$ cat config.mk
export PLATFORM = sky130hd
export DESIGN_NAME = mac_drain_flat
export DESIGN_NICKNAME = d
export VERILOG_FILES = /design/src/rtl/mac_pkg.sv /design/src/rtl/mac_drain_if.sv /design/src/rtl/mac_drain.sv /design/src/flat_wrapper.sv
export SDC_FILE = /design/constraint.sdc
export NUM_CORES = 1
export LEC_CHECK = 0
export ABC_AREA = 1
export BUFFER_PORTS_ARGS = -buffer_cell sky130_fd_sc_hd__buf_2
export CORE_MARGIN = 5
export CORE_UTILIZATION = 57
export DETAILED_ROUTE_END_ITERATION = 6
export HOLD_SLACK_MARGIN = 0.08
export PLACE_DENSITY = 0.84
export SLEW_MARGIN = 30
export SYNTH_ARGS = -nofsm -noshare
export SYNTH_HDL_FRONTEND = slang
export SYNTH_SLANG_ARGS = --single-unit
$ cat constraint.sdc
create_clock -name clk -period 4 [get_ports clk]
set_clock_uncertainty 0.05 [all_clocks]
set_input_delay 0.2 -clock clk [delete_from_list [all_inputs] [get_ports clk]]
set_output_delay 0.2 -clock clk [all_outputs]
set_load 0.01 [all_outputs]
$ cat src/rtl/mac_pkg.sv
// Shared types and helpers for the MAC array result path.
// Holds the drain FSM states, the lane-index width helper and the default accumulator width.
package mac_pkg;

  typedef enum logic {
    IDLE  = 1'b0,
    DRAIN = 1'b1
  } state_t;

  localparam int D_W_ACC_DEF = 8;

  // Width of a lane index; never narrower than one bit, so a single-lane build still has a field.
  function automatic int lane_w(input int n);
    return (n > 1) ? $clog2(n) : 1;
  endfunction

endpackage

$ cat src/rtl/mac_drain_if.sv
// Bundle between the MAC array / writeback side and the result drain.
// The slave side is the drain itself; the master side drives tiles in and consumes beats.
interface mac_drain_if
  import mac_pkg::*;
#(
  parameter int N_LANES = 4,
  parameter int D_W_ACC = D_W_ACC_DEF
) ();

  localparam int LANE_W = lane_w(N_LANES);

  logic [N_LANES*D_W_ACC-1:0] acc_in;
  logic                       acc_valid;
  logic                       out_ready;
  logic                       clr_err;
  logic [D_W_ACC-1:0]         out_data;
  logic [LANE_W-1:0]          out_lane;
  logic                       out_valid;
  logic                       out_last;
  logic                       busy;
  logic                       overrun;

  modport slave (
    input  acc_in, acc_valid, out_ready, clr_err,
    output out_data, out_lane, out_valid, out_last, busy, overrun
  );

  modport master (
    output acc_in, acc_valid, out_ready, clr_err,
    input  out_data, out_lane, out_valid, out_last, busy, overrun
  );

endinterface

$ cat src/rtl/mac_drain.sv
// Captures a finished tile of MAC lane results into a shadow bank in one cycle and
// streams it out one lane per beat, letting the array start the next tile immediately.
module mac_drain
  import mac_pkg::*;
#(
  parameter int N_LANES = 4,
  parameter int D_W_ACC = D_W_ACC_DEF
) (
  input  logic        clk,
  input  logic        rst,
  mac_drain_if.slave  bus
);

  localparam int LANE_W = lane_w(N_LANES);
  localparam logic [LANE_W-1:0] LAST_LANE = LANE_W'(N_LANES - 1);

  state_t              r_state;
  state_t              w_state_nxt;
  logic [D_W_ACC-1:0]  r_bank [N_LANES];
  logic [D_W_ACC-1:0]  r_data;
  logic [D_W_ACC-1:0]  w_data_nxt;
  logic [LANE_W-1:0]   r_lane;
  logic [LANE_W-1:0]   w_lane_nxt;
  logic [LANE_W-1:0]   w_lane_inc;
  logic                r_valid;
  logic                w_valid_nxt;
  logic                r_last;
  logic                w_last_nxt;
  logic                r_busy;
  logic                r_ovr;
  logic                w_cap;
  logic                w_ovr_evt;
  logic                w_xfer;

  assign w_xfer     = r_valid && bus.out_ready;
  assign w_lane_inc = r_lane + LANE_W'(1);

  // The presented lane doubles as the drain index; outputs are computed one cycle ahead and registered.
  always_comb begin
    w_state_nxt = r_state;
    w_data_nxt  = r_data;
    w_lane_nxt  = r_lane;
    w_valid_nxt = r_valid;
    w_last_nxt  = r_last;
    w_cap       = 1'b0;
    w_ovr_evt   = 1'b0;
    case (r_state)
      IDLE: begin
        if (bus.acc_valid) begin
          w_cap       = 1'b1;
          w_state_nxt = DRAIN;
          w_valid_nxt = 1'b1;
          w_data_nxt  = bus.acc_in[D_W_ACC-1:0];
          w_lane_nxt  = '0;
          w_last_nxt  = (LAST_LANE == '0);
        end
      end
      DRAIN: begin
        if (w_xfer && r_last) begin
          if (bus.acc_valid) begin
            w_cap      = 1'b1;
            w_data_nxt = bus.acc_in[D_W_ACC-1:0];
            w_lane_nxt = '0;
            w_last_nxt = (LAST_LANE == '0);
          end else begin
            w_state_nxt = IDLE;
            w_valid_nxt = 1'b0;
            w_last_nxt  = 1'b0;
          end
        end else begin
          if (w_xfer) begin
            w_lane_nxt = w_lane_inc;
            w_data_nxt = r_bank[w_lane_inc];
            w_last_nxt = (w_lane_inc == LAST_LANE);
          end
          // A tile arriving while the bank is still in use is dropped.
          w_ovr_evt = bus.acc_valid;
        end
      end
      default: w_state_nxt = IDLE;
    endcase
  end

  always_ff @(posedge clk or posedge rst) begin
    if (rst) begin
      r_state <= IDLE;
      r_data  <= '0;
      r_lane  <= '0;
      r_valid <= 1'b0;
      r_last  <= 1'b0;
      r_busy  <= 1'b0;
      r_ovr   <= 1'b0;
    end else begin
      r_state <= w_state_nxt;
      r_data  <= w_data_nxt;
      r_lane  <= w_lane_nxt;
      r_valid <= w_valid_nxt;
      r_last  <= w_last_nxt;
      r_busy  <= (w_state_nxt == DRAIN);
      if (w_ovr_evt) begin
        r_ovr <= 1'b1;
      end else if (bus.clr_err) begin
        r_ovr <= 1'b0;
      end
    end
  end

  // Shadow bank contents are meaningless until a capture, so it carries no reset.
  always_ff @(posedge clk) begin
    if (w_cap) begin
      for (int i = 0; i < N_LANES; i++) begin
        r_bank[i] <= bus.acc_in[i*D_W_ACC +: D_W_ACC];
      end
    end
  end

  assign bus.out_data  = r_data;
  assign bus.out_lane  = r_lane;
  assign bus.out_valid = r_valid;
  assign bus.out_last  = r_last;
  assign bus.busy      = r_busy;
  assign bus.overrun   = r_ovr;

endmodule

$ cat src/flat_wrapper.sv
// flat-port wrapper written by rule: the top's interface ports become plain ports
module mac_drain_flat import mac_pkg::*;
#(
  parameter int N_LANES = 4,
  parameter int D_W_ACC = D_W_ACC_DEF
)
  (clk, rst, bus_acc_in, bus_acc_valid, bus_out_ready, bus_clr_err, bus_out_data, bus_out_lane, bus_out_valid, bus_out_last, bus_busy, bus_overrun);
  mac_drain_if #(.N_LANES(N_LANES), .D_W_ACC(D_W_ACC)) bus_i ();
  input  logic clk;
  input  logic rst;
  input wire logic [$bits(bus_i.acc_in)-1:0] bus_acc_in;
  input wire logic [$bits(bus_i.acc_valid)-1:0] bus_acc_valid;
  input wire logic [$bits(bus_i.out_ready)-1:0] bus_out_ready;
  input wire logic [$bits(bus_i.clr_err)-1:0] bus_clr_err;
  output wire logic [$bits(bus_i.out_data)-1:0] bus_out_data;
  output wire logic [$bits(bus_i.out_lane)-1:0] bus_out_lane;
  output wire logic [$bits(bus_i.out_valid)-1:0] bus_out_valid;
  output wire logic [$bits(bus_i.out_last)-1:0] bus_out_last;
  output wire logic [$bits(bus_i.busy)-1:0] bus_busy;
  output wire logic [$bits(bus_i.overrun)-1:0] bus_overrun;
  assign bus_i.acc_in = bus_acc_in;
  assign bus_i.acc_valid = bus_acc_valid;
  assign bus_i.out_ready = bus_out_ready;
  assign bus_i.clr_err = bus_clr_err;
  assign bus_out_data = bus_i.out_data;
  assign bus_out_lane = bus_i.out_lane;
  assign bus_out_valid = bus_i.out_valid;
  assign bus_out_last = bus_i.out_last;
  assign bus_busy = bus_i.busy;
  assign bus_overrun = bus_i.overrun;
  mac_drain #(.N_LANES(N_LANES), .D_W_ACC(D_W_ACC)) u_core (.clk(clk), .rst(rst), .bus(bus_i));
endmodule
==> results.sh <==
export IMPL_drive_gt1_share_pct=31.3
export IMPL_synth_mux_area_share_pct=0
export IMPL_drc=0
export IMPL_die_area_um2=5080
export IMPL_vias=1611
export IMPL_ioPinCount=51
export IMPL_dp_hpwl_mm=2.77
export IMPL_syn_inst=203
export IMPL_drtIter0Drc=106
export IMPL_htreeDepth=2
export IMPL_synth_net_count=241
export IMPL_peakVddDrop_mv=0.228
export IMPL_yosysWarnings=0
export IMPL_hold_buffers=34
export IMPL_synth_simple_area_share_pct=23.1
export IMPL_insertion_delay_ns=0.30
export IMPL_final_core_util_pct=76.7
export IMPL_path_max_fanout=20
export IMPL_die_w_um=71.3
export IMPL_min_period_ns=2.41
export IMPL_die_h_um=71.3
export IMPL_synth_compound_area_share_pct=4.91
export IMPL_grt_max_degree=30
export IMPL_clk_pin_slew_ns=0.08
export IMPL_cts_root_buffer="clkbuf_8"
export IMPL_final_common_cell="nand2_1"
export IMPL_vias_per_cell=4.79
export IMPL_cts_resized=0
export IMPL_grt_pass1_wl_mm=7.77
export IMPL_cts_tree="yes"
export IMPL_coreArea_um2=3660
export IMPL_cts_buffers=5
export IMPL_setup_worst_path_class="flip-flop to flip-flop"
export IMPL_wl_per_cell_um=13.4
export IMPL_postSynthAreaPerCell_um2=10.5
export IMPL_maxSlewViolCount=0
export IMPL_final_cell_mix="nand2_1, buf_2, dlygate4sd3_1"
export IMPL_cap_viol_max_count=0
export IMPL_slew_headroom_pct=51.9
export IMPL_antennaDiodeCount=0
export IMPL_total_leakage_power_nw=1.34
export IMPL_min_period_over_period_pct=60.2
export IMPL_worst_pin_slew_ns=0.721
export IMPL_crit_path_start_kind="flip-flop"
export IMPL_totalWireLength_mm=4.51
export IMPL_ys_types=21
export IMPL_antenna_left=0
export IMPL_rsz0062_at_grt="false"
export IMPL_hold_path_class="input pin to flip-flop"
export IMPL_grt_pass1_vias=1649
export IMPL_p_total_mw=0.861
export IMPL_required_ns=4.18
export IMPL_fmax_mhz=415
export IMPL_setup_tns_final_ns=0
export IMPL_hold_violations=0
export IMPL_status="finished, final reports clean"
export IMPL_powerDensity_nw_per_um2=307
export IMPL_endpoint_kind="flip-flop"
export IMPL_rows=22
export IMPL_antenna_found_initial=0
export IMPL_clock_path_buffers=2
export IMPL_yosys_register_bits=46
export IMPL_cts_sinks=46
export IMPL_setup_viol=0
export IMPL_synth_top_family_by_area="simple AND/OR/NAND/NOR gates"
export IMPL_initial_utilization_pct=58.5
export IMPL_syn2layout_area_growth_pct=31.1
export IMPL_post_cts_buffers=0
export IMPL_drtPass1Iterations=5
export IMPL_synth_xor_area_share_pct=0
export IMPL_nets=325
export IMPL_track_usage_pct=19.7
export IMPL_synth_adder_area_share_pct=0.584
export IMPL_yosysSeqAreaShare_pct=61.3
export IMPL_cp_data_arrival_time_ns=2.59
export IMPL_port_buffer_count=50
export IMPL_grt_overflow_total=0
export IMPL_syn_cell_area_um2=2140
export IMPL_gp_congestion=0.826
## area by class of cell
cell class,instances,area (µm²)
clock buffer,5,68.8
clock inverter,3,25.0
fill,246,855
inverter,32,128
multi-input combinational,117,616
sequential,46,1310
tap,48,60.1
timing repair buffer,85,598
## state kept, by name (all words and copies together), names as in the netlist
signal / flops
u_core.bus.out_data: 8
u_core.bus.out_last: 1
u_core.bus.out_valid: 1
u_core.bus.out_lane: 2
u_core.r_state: 1
u_core.r_bank: 32
u_core.bus.overrun: 1
## critical path, stage by stage, from the launching register on
cell and delay, ns:
dfrtp_1 0.82, inv_8 0.15, ha_1 0.61, inv_1 0.25, nand3_1 0.14, nand2_1 0.07, nand2_1 0.06, nand2_1 0.08
a21oi_2 0.11
## cell usage after synthesis
library cell | count | area, µm²
buf_6 | 5 | 56.3
buf_2 | 1 | 5.00
nand2_2 | 11 | 68.8
nor2_1 | 3 | 11.3
o21ai_1 | 2 | 10.0
edfxtp_1 | 32 | 961
nand2_4 | 1 | 11.3
inv_1 | 30 | 113
nand3_2 | 8 | 80.1
nand2_1 | 61 | 229
dfrtp_1 | 14 | 350
o21ai_0 | 2 | 10.0
a21oi_1 | 3 | 15.0
clkbuf_4 | 1 | 7.51
nand3_1 | 9 | 45.0
nand4_1 | 8 | 50.1
inv_8 | 1 | 11.3
buf_12 | 1 | 20.0
a21oi_2 | 8 | 70.1
inv_2 | 1 | 3.75
ha_1 | 1 | 12.5
## through the flow
step	worst slack [ns]	instances	instance area [µm²]	hold slack, ns
finish	1.59	336	2810	0.231
global route	1.38	336	2810	0.250
CTS	1.57	336	2810	0.224
detailed placement	1.63	294	2370	0.219
global placement	1.72	294	2370	0.214
floorplan	1.41	203	2140	0.0392
## path summary, 6_finish.rpt
check	from	end	slack, ns	depth (start not counted)
max in group asynchronous	rst	u_core.r_state$_DFF_PP0_	3.13	3
hold reg to reg	u_core.bus.overrun$_DFFE_PP0P_	u_core.bus.overrun$_DFFE_PP0P_	0.47	2
hold / removal	bus_acc_valid	u_core.bus.overrun$_DFFE_PP0P_	0.23	3
setup reg to reg	u_core.bus.out_lane[0]$_DFFE_PP0P_	u_core.bus.out_data[3]$_DFFE_PP0P_	1.59	8
setup / recovery	u_core.bus.out_lane[0]$_DFFE_PP0P_	u_core.bus.out_data[3]$_DFFE_PP0P_	1.59	8
min in group asynchronous	rst	u_core.bus.out_data[2]$_DFFE_PP0P_	0.42	3
## kinds of logic (layout without fill, tap and decap cells)
logic type | Yosys count | in the layout
compound gates | 15 | 15
fa+ha+maj | 1 | 1
buf+inv | 40 | 125
flops | 46 | 46
simple gates | 101 | 101
## routing by layer
metal	vias up	part of all wire (%)	GRT usage, %
met1	724	44	25.6
met3	9	7.1	6.03
li1	823	-	-
met4	0	1.7	6.47
met2	55	47	31.6
met5	-	0	0
## power by group
group | switching (mW) | total [mW] | internal (mW)
Clock | 0.164 | 0.290 | 0.126
Sequential | 0.000447 | 0.511 | 0.511
Combinational | 0.0229 | 0.0596 | 0.0367
Total | 0.187 | 0.861 | 0.673
No activity file was read; power rests on OpenSTA's default activity.
